**src/rtl/defs.vh**
```
`ifndef RF_WB_SCHED_DEFS_VH
`define RF_WB_SCHED_DEFS_VH

`define XLEN       32
`define REG_ADDR_W 5
`define REG_COUNT  32
`define REG_ZERO   5'd0

`define WB_SRC_P0  1'b0
`define WB_SRC_P1  1'b1

`endif

```
**src/rtl/rf_wb_sched_pkg.sv**
```systemverilog
// Shared types for the register-file writeback scheduler.
// Re-exports the defs.vh widths as localparams and defines the registered
// writeback record (enable, source tag, address, data).
`include "defs.vh"

package rf_wb_sched_pkg;

  localparam int XLEN       = `XLEN;
  localparam int REG_ADDR_W = `REG_ADDR_W;
  localparam int REG_COUNT  = `REG_COUNT;

  typedef logic [REG_ADDR_W-1:0] reg_addr_t;
  typedef logic [XLEN-1:0]       xlen_t;
  typedef logic [REG_COUNT-1:0]  busy_vec_t;

  // One registered writeback. src distinguishes pipeline (p0) from the
  // long-latency unit (p1); only p1 commits release a scoreboard entry.
  typedef struct packed {
    logic      we;
    logic      src;
    reg_addr_t addr;
    xlen_t     data;
  } wb_t;

  // p1 wins when p0 is idle, or when p0 has used up its starvation allowance.
  function automatic logic grant_p1(input logic p0_vld, input logic p1_vld,
                                    input logic starve_hit);
    return p1_vld & (~p0_vld | starve_hit);
  endfunction

endpackage

```
**src/rtl/rf_scoreboard.sv**
```systemverilog
// Busy-bit scoreboard for long-latency destinations plus decode hazard lookup.
// Ports: clk/rst_n; set_vld_i/set_addr_i reserve an entry; clr_vld_i/clr_addr_i
// release one; chk_a_i/chk_b_i lookup; busy_vec_o state; hazard_o combinational.
`include "defs.vh"

module rf_scoreboard
  import rf_wb_sched_pkg::*;
(
  input  logic      clk,
  input  logic      rst_n,
  input  logic      set_vld_i,
  input  reg_addr_t set_addr_i,
  input  logic      clr_vld_i,
  input  reg_addr_t clr_addr_i,
  input  reg_addr_t chk_a_i,
  input  reg_addr_t chk_b_i,
  output busy_vec_t busy_vec_o,
  output logic      hazard_o
);

  busy_vec_t busy_q, busy_d;

  // Clear is applied first so a same-cycle reservation of the same register
  // wins: the new long-latency op still owns the destination.
  always_comb begin
    busy_d = busy_q;
    if (clr_vld_i) busy_d[clr_addr_i] = 1'b0;
    if (set_vld_i) busy_d[set_addr_i] = 1'b1;
    busy_d[`REG_ZERO] = 1'b0;
  end

  always_ff @(posedge clk) begin
    if (!rst_n) busy_q <= '0;
    else        busy_q <= busy_d;
  end

  assign busy_vec_o = busy_q;
  assign hazard_o   = busy_q[chk_a_i] | busy_q[chk_b_i];

endmodule

```
**src/rtl/rf_wb_sched.sv**
```systemverilog
// Two-source register-file writeback arbiter with a busy-bit scoreboard.
// Ports: p0 (pipeline) and p1 (long-latency) valid/ready write requests,
// rsv_* reservation, chk_addr_* hazard lookup, rf_* registered write port,
// busy_vec scoreboard state. Write port latency is one cycle.
`include "defs.vh"

module rf_wb_sched
  import rf_wb_sched_pkg::*;
#(
  parameter int STARVE_MAX = 4
) (
  input  logic                   clk,
  input  logic                   rst_n,
  input  logic                   p0_valid,
  output logic                   p0_ready,
  input  logic [`REG_ADDR_W-1:0] p0_addr,
  input  logic [`XLEN-1:0]       p0_data,
  input  logic                   p1_valid,
  output logic                   p1_ready,
  input  logic [`REG_ADDR_W-1:0] p1_addr,
  input  logic [`XLEN-1:0]       p1_data,
  input  logic                   rsv_valid,
  input  logic [`REG_ADDR_W-1:0] rsv_addr,
  input  logic [`REG_ADDR_W-1:0] chk_addr_a,
  input  logic [`REG_ADDR_W-1:0] chk_addr_b,
  output logic                   hazard,
  output logic                   rf_we,
  output logic [`REG_ADDR_W-1:0] rf_waddr,
  output logic [`XLEN-1:0]       rf_wdata,
  output logic [`REG_COUNT-1:0]  busy_vec
);

  localparam logic [3:0] STARVE_LIM = 4'(STARVE_MAX);

  logic [3:0] starve_cnt_q, starve_cnt_d;
  wb_t        wb_q, wb_d;
  logic       starve_hit;
  logic       p0_gnt, p1_gnt;
  logic       p0_xfer, p1_xfer;
  logic       p1_commit;

  // ---------------------------------------------------------------------------
  // Arbitration: p0 by default, p1 on idle p0 or exhausted starvation budget.
  // Ready is masked by reset so nothing is accepted while held in reset.
  // ---------------------------------------------------------------------------
  assign starve_hit = (starve_cnt_q == STARVE_LIM);
  assign p1_gnt     = grant_p1(p0_valid, p1_valid, starve_hit);
  assign p0_gnt     = p0_valid & ~p1_gnt;

  assign p0_ready = rst_n & p0_gnt;
  assign p1_ready = rst_n & p1_gnt;
  assign p0_xfer  = p0_valid & p0_ready;
  assign p1_xfer  = p1_valid & p1_ready;

  // Counts p0 wins while p1 is kept waiting; any p1 win or p1 going idle
  // resets the allowance.
  always_comb begin
    starve_cnt_d = starve_cnt_q;
    if (p1_xfer || !p1_valid) begin
      starve_cnt_d = '0;
    end else if (p0_xfer && !starve_hit) begin
      starve_cnt_d = starve_cnt_q + 4'd1;
    end
  end

  // ---------------------------------------------------------------------------
  // Writeback register. Address/data hold their last value between writes;
  // only the enable pulses. Writes to the zero register are accepted upstream
  // but never enabled toward the register file.
  // ---------------------------------------------------------------------------
  always_comb begin
    wb_d    = wb_q;
    wb_d.we = 1'b0;
    if (p1_xfer) begin
      wb_d.we   = (p1_addr != `REG_ZERO);
      wb_d.src  = `WB_SRC_P1;
      wb_d.addr = p1_addr;
      wb_d.data = p1_data;
    end else if (p0_xfer) begin
      wb_d.we   = (p0_addr != `REG_ZERO);
      wb_d.src  = `WB_SRC_P0;
      wb_d.addr = p0_addr;
      wb_d.data = p0_data;
    end
  end

  always_ff @(posedge clk) begin
    if (!rst_n) begin
      starve_cnt_q <= '0;
      wb_q         <= '0;
    end else begin
      starve_cnt_q <= starve_cnt_d;
      wb_q         <= wb_d;
    end
  end

  assign rf_we    = wb_q.we;
  assign rf_waddr = wb_q.addr;
  assign rf_wdata = wb_q.data;

  // A long-latency result releases its destination as it lands in the RF.
  assign p1_commit = wb_q.we & (wb_q.src == `WB_SRC_P1);

  rf_scoreboard u_scoreboard (
    .clk        (clk),
    .rst_n      (rst_n),
    .set_vld_i  (rsv_valid),
    .set_addr_i (rsv_addr),
    .clr_vld_i  (p1_commit),
    .clr_addr_i (wb_q.addr),
    .chk_a_i    (chk_addr_a),
    .chk_b_i    (chk_addr_b),
    .busy_vec_o (busy_vec),
    .hazard_o   (hazard)
  );

endmodule

```
**config.mk**
```make
export PLATFORM = sky130hd
export DESIGN_NAME = rf_wb_sched
export DESIGN_NICKNAME = d
export VERILOG_FILES = /design/src/rtl/rf_wb_sched_pkg.sv /design/src/rtl/rf_scoreboard.sv /design/src/rtl/rf_wb_sched.sv
export VERILOG_INCLUDE_DIRS = /design/src /design/src/rtl
export SDC_FILE = /design/constraint.sdc
export NUM_CORES = 1
export LEC_CHECK = 0
export ABC_AREA = 1
export BUFFER_PORTS_ARGS = -buffer_cell sky130_fd_sc_hd__buf_2
export CORE_ASPECT_RATIO = 0.75
export CORE_MARGIN = 3
export CORE_UTILIZATION = 28
export DETAILED_ROUTE_END_ITERATION = 8
export SLEW_MARGIN = 20
export SYNTH_ARGS = -nofsm -noshare
export SYNTH_HDL_FRONTEND = slang
export SYNTH_SLANG_ARGS = --single-unit
```
**constraint.sdc**
```tcl
create_clock -name clk -period 1.4 [get_ports clk]
set_input_delay 0.07 -clock clk [delete_from_list [all_inputs] [get_ports clk]]
set_output_delay 0.07 -clock clk [all_outputs]
set_load 0.02 [all_outputs]
```
======== After elaboration in Yosys (flattened, before gate mapping) ========
Cells that the tools add are included.
storage, ports and cells
  register bits after elaboration ......... 75
cells by class
  $lt $le $gt $ge ......................... 6
  add/sub/neg operators ................... 1
  muxes and demuxes ....................... 12
  bitwise logic cells ..................... 15
  eq/ne operators ......................... 1
  reduce and logical (&&, ||, !) cells .... 10
operator list
  operator             number
  $mux 39              2
  $mux 32              2
  $and 32x32->32       1
  $not 32->32          1
  $or 32x32->32        1
  $lt 5x6->1 const B   4
  $bmux 1 s5           2
  $demux 1 s5          2
  $ge 5x1->1 const B   2
  $reduce_bool 5->1    2
  $and 1x1->1          7
  $add 4x1->4 const B  1
  $eq 4x3->1 const B   1
  $mux 1               4
  $logic_and 1x1->1    3
  $not 1->1            3
  $logic_not 1->1      2
  $or 1x1->1           2
  $reduce_bool 2->1    1
  $reduce_or 2->1      1
  $logic_or 1x1->1     1

======== Depth between registers and ports, before layout ========
  depth after elaboration ................. 9
  gate-level depth with buffers ........... 12
  depth with buffers taken out ............ 11

======== Cells and area by module ========
Synthesis repeated with hierarchy kept, for this count alone.
unflattened totals
  cells, all modules ...................... 690
  area, all modules ....................... 4,433.0 sq um
modules (own cells, without submodules)
  module         cells an instance  seq. area each (sq um)  times used  area each (sq um)
  rf_wb_sched    357                860.8                   1           2,428.6
  rf_scoreboard  333                620.6                   1           2,004.4

======== Worst setup path before layout ========
Ideal clock, no wire load.
  kind .................................... reg-to-reg
  from .................................... reg starve_cnt_q[0]
  to ...................................... reg wb_q (netlist bit rf_wdata[11])
  setup time .............................. 115 ps
  required time ........................... 1,285 ps
  arrival ................................. 1,333 ps
  path slack .............................. -48 ps
  period minus slack after synthesis ...... 1,448 ps
  cell stages (with the launch flop) ...... 13
  cells stage by stage .................... dfxtp_1 inv_1 ha_1 nand2_2 o21ai_2 nand2_2 clkinv_2 buf_6 buf_6 nand2_1 nand3_1 o211ai_1 inv_2
on the way
  word-level cells in the longest chain between the ends .. 8
  elaborated cells between the ends (all ways) .. 11
  classes of those cells .................. 1 x eq/ne; 1 x mux; 8 x bitwise; 1 x reduce/logical
RTL lines
  element                             line                   text
  start: declaration                  rf_wb_sched.sv:35      logic [3:0] starve_cnt_q, starve_cnt_d;
  start signal: assignment            rf_wb_sched.sv:92      starve_cnt_q <= starve_cnt_d;
  $eq 4x3->1 (*)                      rf_wb_sched.sv:46      assign starve_hit = (starve_cnt_q == STARVE_LIM);
  $or 1x1->1 (*)                      rf_wb_sched_pkg.sv:28  return p1_vld & (~p0_vld | starve_hit);
  $and 1x1->1 (*)                     rf_wb_sched_pkg.sv:28
  $not 1->1                           rf_wb_sched.sv:48      assign p0_gnt = p0_valid & ~p1_gnt;
  $and 1x1->1                         rf_wb_sched.sv:48
  $and 1x1->1                         rf_wb_sched.sv:50      assign p0_ready = rst_n & p0_gnt;
  $and 1x1->1                         rf_wb_sched.sv:52      assign p0_xfer = p0_valid & p0_ready;
  $reduce_bool 2->1 (no source line)  --
  end signal: assignment              rf_wb_sched.sv:93      wb_q <= wb_d;
  end: declaration                    rf_wb_sched.sv:36      wb_t wb_q, wb_d;
Every way passes the cells marked *; elsewhere a longest branch is shown, timed or not.
A chain may end at the register's enable or synchronous reset.

======== Worst setup path in the final report ========
  from .................................... reg starve_cnt_q[1]
  to ...................................... reg wb_q (netlist bit rf_wdata[1])
Same word-level chain as after synthesis.

==> flow_summary_export.csv <==
group,metric,value,unit
sta,timing.final.ws_setup,-0.129,ns
yosys,synth_area_leader_cell,"dfxtp_1",
critical_path,cp_slowest_cell,"dfxtp_2",
critical_path,cpLargestDelayFamily,"buffers and inverters",
finish,area_growth,42.2,%
worst_hold_path,hold_depth,5,
grt,grt_overflow,0,
critical_path,startpoint_type,"flip-flop",
yosys,syn_nets,751,
yosys,avgSynthCellArea,6.53,µm²
sta,tns,-2.68,ns
routing,vias_per_cell,4.71,
critical_path,path_max_fanout,7,
pwr,power_density,921,mW/mm²
floorplan,io_pins,167,
pwr,total_power,5600,µW
routing,ant_nets,0,
yosys,synth.yosys.warnings,0,
routing,drt_iter0_drc,337,
critical_path,slowest_delay,0.33,ns
floorplan,initial_core_util,29.1,%
sta,worst_pin_slew,0.551,ns
finish,fin_nets,903,
floorplan,die_area,0.0168,mm²
cts,cts-root-buf,"clkbuf_16",
cts,cts_tree,"yes",
critical_path,r2r_start,"starve_cnt_q[1]",
cts,clockBufferDepth,2,
placement,place.port_buffers,165,
grt,antenna_found_initial,0,
pwr,leakagePower,0.00306,µW
critical_path,path_class,"flip-flop to flip-flop",
floorplan,fp-row-count,38,
finish,fillCellCount,1534,
critical_path,ff2ff_setup_slack,-0.13,ns
sta,hold_viol,0,
worst_hold_path,timing.hold.worst_endpoint,"rf_wdata[29]",
placement,dp_hpwl,10.7,mm
critical_path,endpoint_kind,"flip-flop",
routing,first_pass_iters,5,
grt,grt_usage,16.9,%
critical_path,r2r_end,"rf_wdata[1]",
yosys,yosysSeqAreaShare,34.7,%
sta,slew_headroom,63.0,%
yosys,ys_types,25,
critical_path,cp.arrival,1.75,ns
yosys,syn_area,0.00427,mm²
finish,multi_input_area,0.00235,mm²
sta,fin_crit_sh,109,%
cts,clk_pin_slew,0.06,ns
floorplan,fp.dieW,149,µm
grt,grt_max_degree,34,
routing,drt_wl_total,14.7,mm
sta,setup_viol,38,
sta,slew_violations,0,
sta,period_needed,1.53,ns
sta,clock.fmax,654,MHz
run,maxCapViolations,0,
sta,fin_skew,0.00385,ns
cts,cts-buffers-inserted,9,
yosys,synth_top_area_share,34.7,%
yosys,syn_inst,655,
finish,drive_gt1_share,41.7,%
cts,insertion_delay,0.33,ns
critical_path,worstPathCellList,"inv_2 > ha_4 > nand2_4 > o21ai_4 > nand2_4 > clkinv_4 > buf_8 > buf_16 > nand2_2 > nand3_1 > o211ai_1 > inv_1",
grt,grt_pass1_wl,22.9,mm
pwr,ir_drop,0.620,mV
critical_path,crit_path_frequent_cell,"nand2_4",
critical_path,reg2reg_depth,12,
finish,final_common_cell,"buf_2",
yosys,synth.area.top_cells,"dfxtp_1, nand2_1, nand3_1",
routing,avgRoutedWirePerCell,14.6,µm
routing,drc_errors,0,
sta,rsz0062_at_grt,"true",
yosys,synth.ff_latch_count,74,
status,violations,"negative setup slack",
finish,seq_area,0.00152,mm²
worst_hold_path,min_from,"p1_data[29]",
cts,ctsHtreeMaxLevel,3,
critical_path,critPathBufInv,5,
worst_hold_path,min-delay-path-class,"input port to flip-flop",
finish,most-common-layout-cells,"buf_2, nand2_1, inv_1, nand3_1, dfxtp_1",
cts,cts.sinks,74,
routing,num_vias,4770,
critical_path,cp.required,1.62,ns
floorplan,core,0.0147,mm²
floorplan,die_h,113,µm
grt,grt_pass1_vias,4348,
placement,gp_congestion,0.864,
status,status,"finished, violations left",
## power breakdown
part,switching (µW),internal (µW)
clock network,838,1340
registers,65.9,2210
logic,687,459
## per-stage QoR
| step | cell area, µm² | cells | util [%] | hold slack [ns] | worst slack [ns] |
|---|---|---|---|---|---|
| floorplan | 4280 | 655 | - | 0.219 | 0.00428 |
| global placement | 5160 | 980 | 35.2 | 0.331 | -0.221 |
| detailed placement | 5160 | 980 | 35.2 | 0.331 | -0.278 |
| CTS | 5690 | 1008 | 38.8 | 0.0187 | -0.118 |
| global route | 6080 | 1012 | 41.4 | 0.0241 | -0.207 |
| finish | 6080 | 1013 | 41.4 | 0.0300 | -0.129 |
## cell families after synthesis
| logic type | count (synthesis) | share of synthesized area (%) |
|---|---|---|
| compound gates | 103 | 14.4 |
| xor+xnor | 1 | 0.205 |
| fa+ha+maj | 2 | 0.585 |
| buf+inv | 159 | 18.6 |
| flops | 74 | 34.7 |
| other cells | 1 | 0.0877 |
| simple gates | 315 | 31.4 |
## cell usage after synthesis, drive strengths merged
library cell	n
clkinv	1
dfxtp	74
buf	58
nor3	14
nand3	99
nand4	1
inv	92
xnor2	1
o21ai	35
a21oi	32
o2111ai	1
nand2	191
conb	1
clkbuf	8
or2	1
ha	2
o211ai	32
o221ai	3
nor2	9
## area by class of cell
type	count	area share [%]
Inverter	93	5.95
Sequential cell	74	24.9
Clock buffer	14	4.51
Timing Repair Buffer	206	21.4
Tap cell	200	4.12
Multi-Input combinational cell	422	38.7
Antenna cell	1	0.0412
Clock inverter	2	0.165
Timing Repair inverter	1	0.185
## flip-flops by register name (all words and copies together), names as in the netlist
| name | flops |
|---|---|
| starve_cnt_q | 4 |
| rf_waddr | 5 |
| rf_we | 1 |
| wb_q | 1 |
| rf_wdata | 32 |
| u_scoreboard.busy_vec_o | 31 |
## worst reg2reg max path, cell delays in order (launching register included)
cell and delay (ns):
dfxtp_2 0.33, inv_2 0.04, ha_4 0.15, nand2_4 0.07, o21ai_4 0.07, nand2_4 0.10, clkinv_4 0.07, buf_8 0.14
buf_16 0.15, nand2_2 0.05, nand3_1 0.08, o211ai_1 0.12, inv_1 0.06
## layer usage
| metal | up-vias | GRT usage (%) | wire [µm] |
|---|---|---|---|
| met1 | 2197 | 24.3 | 6730 |
| met3 | 26 | 3.68 | 1060 |
| met5 | - | 0 | 0 |
| met4 | 0 | 5.91 | 353 |
| met2 | 162 | 25.0 | 6590 |
| li1 | 2385 | - | - |
## what timing repair did
action / 4_1_cts / 5_1_grt
gates cloned: 2 / 2
setup endpoints to repair: 39 / 51
hold endpoints to repair: 2 / 0
hold buffers: 3 / 0
gates resized for setup: 47 / 89
pin swaps: 12 / 11
buffers inserted: 7 / 2
## worst max path at each step
stage	startpoint	endpoint	depth (start not counted)	slack [ns]
final	starve_cnt_q[1]	rf_wdata[1]	12	-0.13
after global routing	starve_cnt_q[1]	rf_wdata[1]	12	-0.21
after CTS	starve_cnt_q[1]	p1_ready	8	-0.12
after detailed placement	starve_cnt_q[1]	rf_wdata[23]	11	-0.28
after global placement	starve_cnt_q[0]	rf_wdata[11]	11	-0.22
after floorplan	starve_cnt_q[0]	rf_wdata[11]	12	0.004
(Power assumes the default switching activity.)
